===== config.mk =====
export PLATFORM = sky130hd
export DESIGN_NAME = key_note_arbiter
export DESIGN_NICKNAME = d
export VERILOG_FILES = /design/src/rtl/key_pkg.sv /design/src/rtl/key_debounce.sv /design/src/rtl/key_note_arbiter.sv
export SDC_FILE = /design/constraint.sdc
export NUM_CORES = 1
export LEC_CHECK = 0
export BUFFER_PORTS_ARGS = -buffer_cell sky130_fd_sc_hd__buf_2
export CAP_MARGIN = 20
export CORE_MARGIN = 5
export CORE_UTILIZATION = 35
export DETAILED_ROUTE_END_ITERATION = 10
export GPL_ROUTABILITY_DRIVEN = 0
export HOLD_SLACK_MARGIN = 0.02
export PLACE_DENSITY_LB_ADDON = 0.15
export SKIP_LAST_GASP = 1
export SYNTH_ARGS = -nofsm -noshare
export SYNTH_HDL_FRONTEND = slang
export SYNTH_SLANG_ARGS = --single-unit

===== constraint.sdc =====
create_clock -name clk -period 4.15 [get_ports clk]
set_input_delay 0 -clock clk [delete_from_list [all_inputs] [get_ports clk]]
set_output_delay 0 -clock clk [all_outputs]
set_load 0.01 [all_outputs]

===== src/rtl/key_pkg.sv =====
// key_pkg: shared note codes, FSM state type and priority helpers for the key arbiter.
package key_pkg;
  localparam int NUM_KEYS = 7;
  typedef logic [3:0] note_t;
  localparam note_t NOTE_NONE = 4'd0;
  localparam note_t NOTE_DO   = 4'd1;
  localparam note_t NOTE_RE   = 4'd2;
  localparam note_t NOTE_MI   = 4'd3;
  localparam note_t NOTE_FA   = 4'd4;
  localparam note_t NOTE_SO   = 4'd5;
  localparam note_t NOTE_LA   = 4'd6;
  localparam note_t NOTE_TI   = 4'd7;
  localparam logic [2:0] IDX_NONE = 3'd7;
  typedef enum logic {IDLE, PLAYING} arb_state_t;
  function automatic logic [2:0] hi_idx(input logic [NUM_KEYS-1:0] v);
    hi_idx = IDX_NONE;
    for (int i = 0; i < NUM_KEYS; i++) if (v[i]) hi_idx = 3'(i);
  endfunction
  function automatic logic [2:0] lo_idx(input logic [NUM_KEYS-1:0] v);
    lo_idx = IDX_NONE;
    for (int i = NUM_KEYS - 1; i >= 0; i--) if (v[i]) lo_idx = 3'(i);
  endfunction
endpackage


===== src/rtl/key_debounce.sv =====
// key_debounce: 2-flop synchroniser plus stable-count debouncer for one key.
module key_debounce #(
  parameter int DEBOUNCE_CYCLES = 20000
) (
  input  logic clk,
  input  logic rst_n,
  input  logic raw,
  output logic db
);
  localparam int CW = $clog2(DEBOUNCE_CYCLES + 1);
  logic s0, s1;
  logic [CW-1:0] cnt;
  always_ff @(posedge clk or negedge rst_n)
    if (!rst_n) begin
      s0  <= 1'b0;
      s1  <= 1'b0;
      cnt <= '0;
      db  <= 1'b0;
    end else begin
      s0 <= raw;
      s1 <= s0;
      // the cycle that brings the count to DEBOUNCE_CYCLES is the one that commits db
      if (s1 == db) cnt <= '0;
      else if (cnt == CW'(DEBOUNCE_CYCLES - 1)) begin
        db  <= s1;
        cnt <= '0;
      end else cnt <= cnt + 1'b1;
    end
endmodule


===== src/rtl/key_note_arbiter.sv =====
// key_note_arbiter: debounces seven note keys, picks the last-pressed one and
// publishes note-on/off events through a single-entry valid/ready buffer.
module key_note_arbiter
  import key_pkg::*;
#(
  parameter int DEBOUNCE_CYCLES = 20000
) (
  input  logic                clk,
  input  logic                rst_n,
  input  logic [NUM_KEYS-1:0] key_raw,
  input  logic                clr_overrun,
  input  logic                ev_ready,
  output note_t               note_out,
  output logic                ev_valid,
  output note_t               ev_note,
  output logic                ev_on,
  output logic                overrun
);
  logic [NUM_KEYS-1:0] db, db_q, rise;
  logic [7:0] db_x;
  logic [2:0] act, act_nxt;
  arb_state_t state, state_nxt;
  note_t note_nxt, ev_note_nxt;
  logic ev_gen, ev_on_nxt;
  for (genvar g = 0; g < NUM_KEYS; g++) begin : g_key
    key_debounce #(.DEBOUNCE_CYCLES(DEBOUNCE_CYCLES)) u_db (
      .clk  (clk),
      .rst_n(rst_n),
      .raw  (key_raw[g]),
      .db   (db[g])
    );
  end
  always_ff @(posedge clk or negedge rst_n)
    if (!rst_n) begin
      state <= IDLE;
      act   <= IDX_NONE;
      db_q  <= '0;
    end else begin
      state <= state_nxt;
      act   <= act_nxt;
      db_q  <= db;
    end
  always_comb begin
    rise      = db & ~db_q;
    db_x      = {1'b0, db};
    act_nxt   = |rise ? hi_idx(rise) : (state == PLAYING && !db_x[act]) ? lo_idx(db) : act;
    state_nxt = (act_nxt == IDX_NONE) ? IDLE : PLAYING;
  end
  // an off-event reports the note being silenced; a switch only announces the new note
  always_comb begin
    note_nxt    = (state_nxt == PLAYING) ? note_t'({1'b0, act_nxt}) + 4'd1 : NOTE_NONE;
    ev_gen      = note_nxt != note_out;
    ev_on_nxt   = note_nxt != NOTE_NONE;
    ev_note_nxt = ev_on_nxt ? note_nxt : note_out;
  end
  always_ff @(posedge clk or negedge rst_n)
    if (!rst_n) begin
      note_out <= NOTE_NONE;
      ev_valid <= 1'b0;
      ev_note  <= NOTE_NONE;
      ev_on    <= 1'b0;
      overrun  <= 1'b0;
    end else begin
      note_out <= note_nxt;
      overrun  <= (ev_gen & ev_valid & ~ev_ready) | (overrun & ~clr_overrun);
      if (ev_gen) begin
        ev_valid <= 1'b1;
        ev_note  <= ev_note_nxt;
        ev_on    <= ev_on_nxt;
      end else if (ev_ready) ev_valid <= 1'b0;
    end
endmodule


Word level (Yosys, flattened, before mapping):

Index checks and enable logic that the tools add are counted.

* bits in registers: 148
* bits of input ports: 11
* output and inout bits: 11
* word-level logic and storage cells: 125

* add/sub/neg operators: 8
* $lt $le $gt $ge: 1
* equality and inequality tests: 16
* muxes and demuxes: 37
* bitwise logic cells: 15
* reduce and logical (&&, ||, !) cells: 12

Operator list (number)
* 15-bit 2-to-1 mux: 14
* 15-bit by 1-bit adder with 15-bit output (second input constant): 7
* 15-bit == test (second input constant): 7
* 3-bit 2-to-1 mux: 15
* 2-bit AND reduction: 7
* 1-bit NOT: 9
* 4-bit 2-to-1 mux: 2
* 7-bit AND: 1
* 1-bit == test: 7
* 7-bit NOT: 1
* 7-bit OR reduction: 1
* 1-bit 2-to-1 mux: 5
* 3-bit by 1-bit adder with 4-bit output (second input constant): 1
* 3-bit by 4-bit < comparator with 1-bit output (second input constant): 1
* 4-bit inequality test: 1
* 4-bit nonzero test: 1
* 1-bit AND: 3
* 1-bit binary-select mux with 3-bit select: 1
* 3-bit == test (second input constant): 1
* 2-bit nonzero test: 1
* 1-bit logical AND: 1
* 1-bit zero test: 1
* 1-bit OR: 1

Depth between registers and ports, before layout:

* depth after elaboration: 16
* mapped depth: 16
* depth with buffers taken out: 14

Modules after synthesis:

Synthesis repeated with hierarchy kept, for this count alone.

* cell total of the unflattened synthesis: 674
* area total of the unflattened synthesis: 7021.7 µm²

Modules (own cells, without submodules)
* key_debounce: instances 7, cells an instance 81, area an instance 837.1 µm², seq. area each 450.4 µm²
* key_note_arbiter: instances 1, cells an instance 107, area an instance 1162.4 µm², seq. area each 554.3 µm²

Least setup slack after synthesis:

No wires, ideal clock.

* path kind: reg-to-reg
* start: reg act[1]
* end: reg ev_note[0]
* library setup time: 0.125 ns
* arrival time: 3.309 ns
* data required time: 4.025 ns
* setup slack: 0.716 ns
* stages on the path, launching flop included: 16
* path buffers: 1
* clock period less this slack: 3.434 ns
* path through: dfstp_2 -> mux2_4 -> o2bb2ai_2 -> or3_1 -> o41ai_2 -> or2_1 -> buf_4 -> ha_1 -> ha_1 -> inv_1 -> nand2_1 -> inv_1 -> xnor2_1 -> nor2_1 -> o211ai_4 -> mux2_4

* word-level cells in the longest chain between the ends: 10
* elaborated cells on any way between the ends: 12
* classes of those cells: 1 x add/sub; 2 x eq/ne; 6 x mux; 3 x reduce/logical

Ends and longest elaborated chain
* from (decl): RTL line key_note_arbiter.sv:21 `logic [2:0] act, act_nxt;`
* from (signal assigned): RTL line key_note_arbiter.sv:40 `act <= act_nxt;`
* 1-bit binary-select mux with 3-bit select *: RTL line key_note_arbiter.sv:46 `act_nxt = |rise ? hi_idx(rise) : (state == PLAYING && !db_x[act]) ? lo_idx(db) : act;`
* 1-bit 2-to-1 mux (implied by the code) *: RTL line key_note_arbiter.sv:46
* 1-bit zero test *: RTL line key_note_arbiter.sv:46
* 1-bit logical AND *: RTL line key_note_arbiter.sv:46
* 3-bit 2-to-1 mux * (2 in series): RTL line key_note_arbiter.sv:46
* net act_nxt[0]: RTL line key_note_arbiter.sv:21
* 3-bit by 1-bit adder with 4-bit output or 3-bit == test (tied branches): RTL line key_note_arbiter.sv:51, key_note_arbiter.sv:47
* 4-bit 2-to-1 mux *: RTL line key_note_arbiter.sv:51 `note_nxt = (state_nxt == PLAYING) ? note_t'({1'b0, act_nxt}) + 4'd1 : NOTE_NONE;`
* net note_nxt[1]: RTL line key_note_arbiter.sv:23 `note_t note_nxt, ev_note_nxt;`
* 4-bit nonzero test: RTL line key_note_arbiter.sv:53 `ev_on_nxt = note_nxt != NOTE_NONE;`
* 4-bit 2-to-1 mux: RTL line key_note_arbiter.sv:54 `ev_note_nxt = ev_on_nxt ? note_nxt : note_out;`
* to (signal assigned): RTL line key_note_arbiter.sv:68 `ev_note <= ev_note_nxt;`
* to (decl): RTL line key_note_arbiter.sv:15 `output note_t ev_note,`

The timed path passes the listed nets; every way through them passes the cells marked *. The select of a mux whose other input is x is not followed.
A chain may end at the register's enable or synchronous reset.

Worst setup path after layout:

* start: reg act[1]
* end: reg ev_note[0]

* word-level cells in the longest chain between the ends: 10
* elaborated cells on any way between the ends: 12
* classes of those cells: 1 x add/sub; 2 x eq/ne; 6 x mux; 3 x reduce/logical

Ends and longest elaborated chain (RTL line)
* 1-bit binary-select mux with 3-bit select: key_note_arbiter.sv:46
* 1-bit 2-to-1 mux (implied by the code): key_note_arbiter.sv:46
* 1-bit zero test: key_note_arbiter.sv:46
* 1-bit logical AND: key_note_arbiter.sv:46
* 3-bit 2-to-1 mux * (2 in series): key_note_arbiter.sv:46
* 3-bit by 1-bit adder with 4-bit output or 3-bit == test (tied branches): key_note_arbiter.sv:51, key_note_arbiter.sv:47
* 4-bit 2-to-1 mux *: key_note_arbiter.sv:51
* net note_nxt[1]: key_note_arbiter.sv:23
* 4-bit nonzero test: key_note_arbiter.sv:53
* 4-bit 2-to-1 mux: key_note_arbiter.sv:54

Marks and branches as above.

==> results.md <==
* Status: complete, no violations
* Skew final at ~0.0081 ns
* Synth Net Count at around 660
* Crit path max-delay cell type: dfstp_2
* Unique masters post-synth at 56
* Layout cells sized above 1 at between 10 and 15%
* Final WL at ~12000 um
* Slew @ Worst Pin at ~0.55 ns
* Internal at about 2.4 mW
* Worst Hold Class: primary input to asynchronous set/reset pin
* Crit end category: flip-flop
* Final max-slew violation count at 0
* CTS H-tree depth at 4
* ANT cells at 0
* Yosys warning count at 0
* Vias at approximately 4500
* Worst setup SP type: flip-flop
* Switch share at between 20% and 30%
* Most frequent cells in the layout: dfrtp_1 (145), nor2_1 (134), xor2_1 (63)
* Clock share of power at approximately half
* Most common cell after layout, fill and taps aside: dfrtp_1
* Synth Register Bits at approximately 150
* DR vias/cell at between 4 and 5
* Total power at roughly 3.1 mW
* Critical path arrival at 3.97 ns
* Syn Std Cell Area at 6760 sq um
* CTS tree: yes
* Power Density at 393 nW/um^2
* Top FF cell, synth: dfrtp_1
* Routed len/inst at roughly 13 um
* Critical path fanouts, max at 6
* Num CTS Buffers at 17
* Async S/R FF share, synth at 100%
* WP data required at 4.46 ns
* Mean post-synth cell area at ~11 sq um
* Clk root buf: clkbuf_16
* Top cell type's share of synthesized area at between 50% and 60%
* Worst ir drop on vdd at 0.000252 V
* Core area at about 19000 sq um
* Leak pwr at approximately 3.5 nW
* Setup TNS at 0 ns
* Setup-violating endpoint count in the final report at 0
* Residual DRC at 0
* Max Cap Violations at 0
* Post-cts repair resize count at 0
* Critical path class: flip-flop to flip-flop
* Synth area leaders: dfrtp_1 (54%), xor2_1 (8.2%), nor2_1 (7.4%), xnor2_1 (4.8%), nand3_1 (2.8%)
* Cell Rows at 50
* RSZ-0062 raised after global routing: false
* Die W at around 150 um
* Slew HR at 63.6%
* EDFF count, synth at 0
* Number of antenna violations at the first check in global routing at 0
* TritonCTS sink count at about 150
* FMAX at ~0.27 GHz
* Final net count at ~700
* 1st-iter DRT viols at 270
* CTS clk-pin slew, worst paths at 0.06 ns
* Overall Global Routing Usage at 11.8%
* Die ar. at approximately 22000 sq um
* Critical Path Max Stage Delay at roughly 0.60 ns
* Synth area leader: dfrtp_1
* Pin count of the biggest net entering global routing at 115
* Post-route ant nets at 0
* First-pass GRT wire length at approximately 21000 um
* Reg power frac at 48.3%
* Period Utilization, post-route at between 80% and 90%
* DPL Wire Length at roughly 8000 um
* Buffers on Ports at 21
* Overflow after GRT at 0
* Sw power at around 0.67 mW
* Pre-antenna DRT Iters at 4
* Finished Layout Cells at between 900 and 1000
* Final Hold Fails at 0
* Vert. Die Dim at around 150 um
* Initial Util at between 30% and 40%
* Num ports at 22
* Tightest hold margin at 0.0723 ns
* Tmin final at 3.66 ns
* Dpl cells at 912
* Post-Syn Instances at around 640
* Worst skew pair latency at 0.42 ns
* Area grow syn2layout at 16.0%
* Comb pwr share at under 10%
* Vias in the first global route at roughly 4600
* Clock Path Buffers at 2
* Sequential fraction of the synthesis area at between 50 and 60%
* CP Cell Sequence: mux2i_1, o22ai_1, or3_1, o41ai_2, or2_1, ha_1, ha_1, inv_1, nand2_1, inv_1, xnor2_1, nor2_1, o211ai_4, mux2_4
==> power groups by stage <==
stage / clock, mW / sequential, mW / combinational, mW
finish: 1.50 / 1.49 / 0.0933
CTS: 1.56 / 1.49 / 0.0944
global route: 1.62 / 1.49 / 0.112
floorplan: 0 / 1.51 / 0.0427
global placement: 0 / 1.51 / 0.0847
detailed placement: 0 / 1.51 / 0.0866
==> timing repair <==
item,in CTS,in global routing
endpoints found under the hold margin,119,0
endpoints found under the setup margin,0,0
hold buffers,10,0
buffers inserted,0,0
==> path summary, 6_finish.rpt <==
| check | depth (start not counted) | endpoint | from | slack, ns |
|---|---|---|---|---|
| setup reg to reg | 14 | ev_note[0] | act[1] | 0.49 |
| hold reg to reg | 0 | g_key[3].u_db.s1 | g_key[3].u_db.s0 | 0.36 |
| setup / recovery | 14 | ev_note[0] | act[1] | 0.49 |
| max in group asynchronous | 4 | g_key[0].u_db.s0 | rst_n | 2.89 |
| min in group clk | 2 | g_key[1].u_db.s0 | key_raw[1] | 0.22 |
| hold / removal | 2 | g_key[3].u_db.cnt[2] | rst_n | 0.07 |
==> flip-flops by register name, summed over array words and instances (netlist names) <==
register,cells
ev_note,4
g_key.u_db.cnt,105
act,3
g_key.u_db.db,7
ev_valid,1
ev_on,1
g_key.u_db.s0,7
g_key.u_db.s1,7
db_q,7
overrun,1
state,1
note_out,4
==> area by class of cell <==
type	count	area [sq um]
clock buffers	20	457
clock inverters	12	129
fillers	1849	11000
inverters	23	86.3
multi-input cells	458	2890
flip-flops and latches	148	3710
well taps	260	325
repair buffers	34	254
==> cell families (layout without fill, tap and decap cells) <==
kind of cell | Yosys count | in the layout | share of synthesized area, %
XOR/XNOR | 101 | 101 | 13.4
adder cells (fa/ha/maj) | 9 | 9 | 1.67
AO/OA/AOI/OAI | 33 | 33 | 4.26
flip-flops | 148 | 148 | 54.8
multiplexers | 14 | 14 | 2.50
buffers and inverters | 37 | 89 | 2.46
AND/OR/NAND/NOR | 301 | 301 | 20.9
==> critical path: cells and delay by family, from the launching register on <==
kind	cells	cell delay, ns
xor gates and xnor gates	1	0.12
and+or+nand+nor	4	0.89
buffers and inverters	2	0.16
adders and majority gates	2	0.34
muxes	2	0.66
AOI/OAI and AO/OA	3	0.78
DFF	1	0.60
==> through the flow <==
stage / setup slack [ns] / instance area (sq um) / utilization, %
4_1_cts: 0.489 / 7820 / 41.4
3_5_place_dp: 0.503 / 7130 / 37.7
3_3_place_gp: 0.634 / 7130 / 37.7
2_1_floorplan: 0.716 / 6760 / -
6_report: 0.493 / 7850 / 41.5
5_1_grt: 0.228 / 7850 / 41.5
==> per-layer routing <==
metal	wire length (um)	GRT usage, %
met5	0	0
met3	417	3.37
met2	5580	18.2
met4	207	4.67
met1	5750	15.8
==> synthesized netlist by cell type (all sizes together) (2+ instances only) <==
cell    instances
a21oi           2
and2            3
and3           16
buf             6
clkbuf          8
dfrtp         145
dfstp           3
ha              9
inv            23
mux2           11
mux2i           3
nand2          38
nand2b         11
nand3          38
nand4          23
nor2          135
nor2b           6
nor3           17
nor4b           7
o2111a          2
o211ai          3
o21ai           4
o22ai           2
o31ai           3
o41ai           3
or2             2
xnor2          37
xor2           64
(Power assumes the default switching activity.)
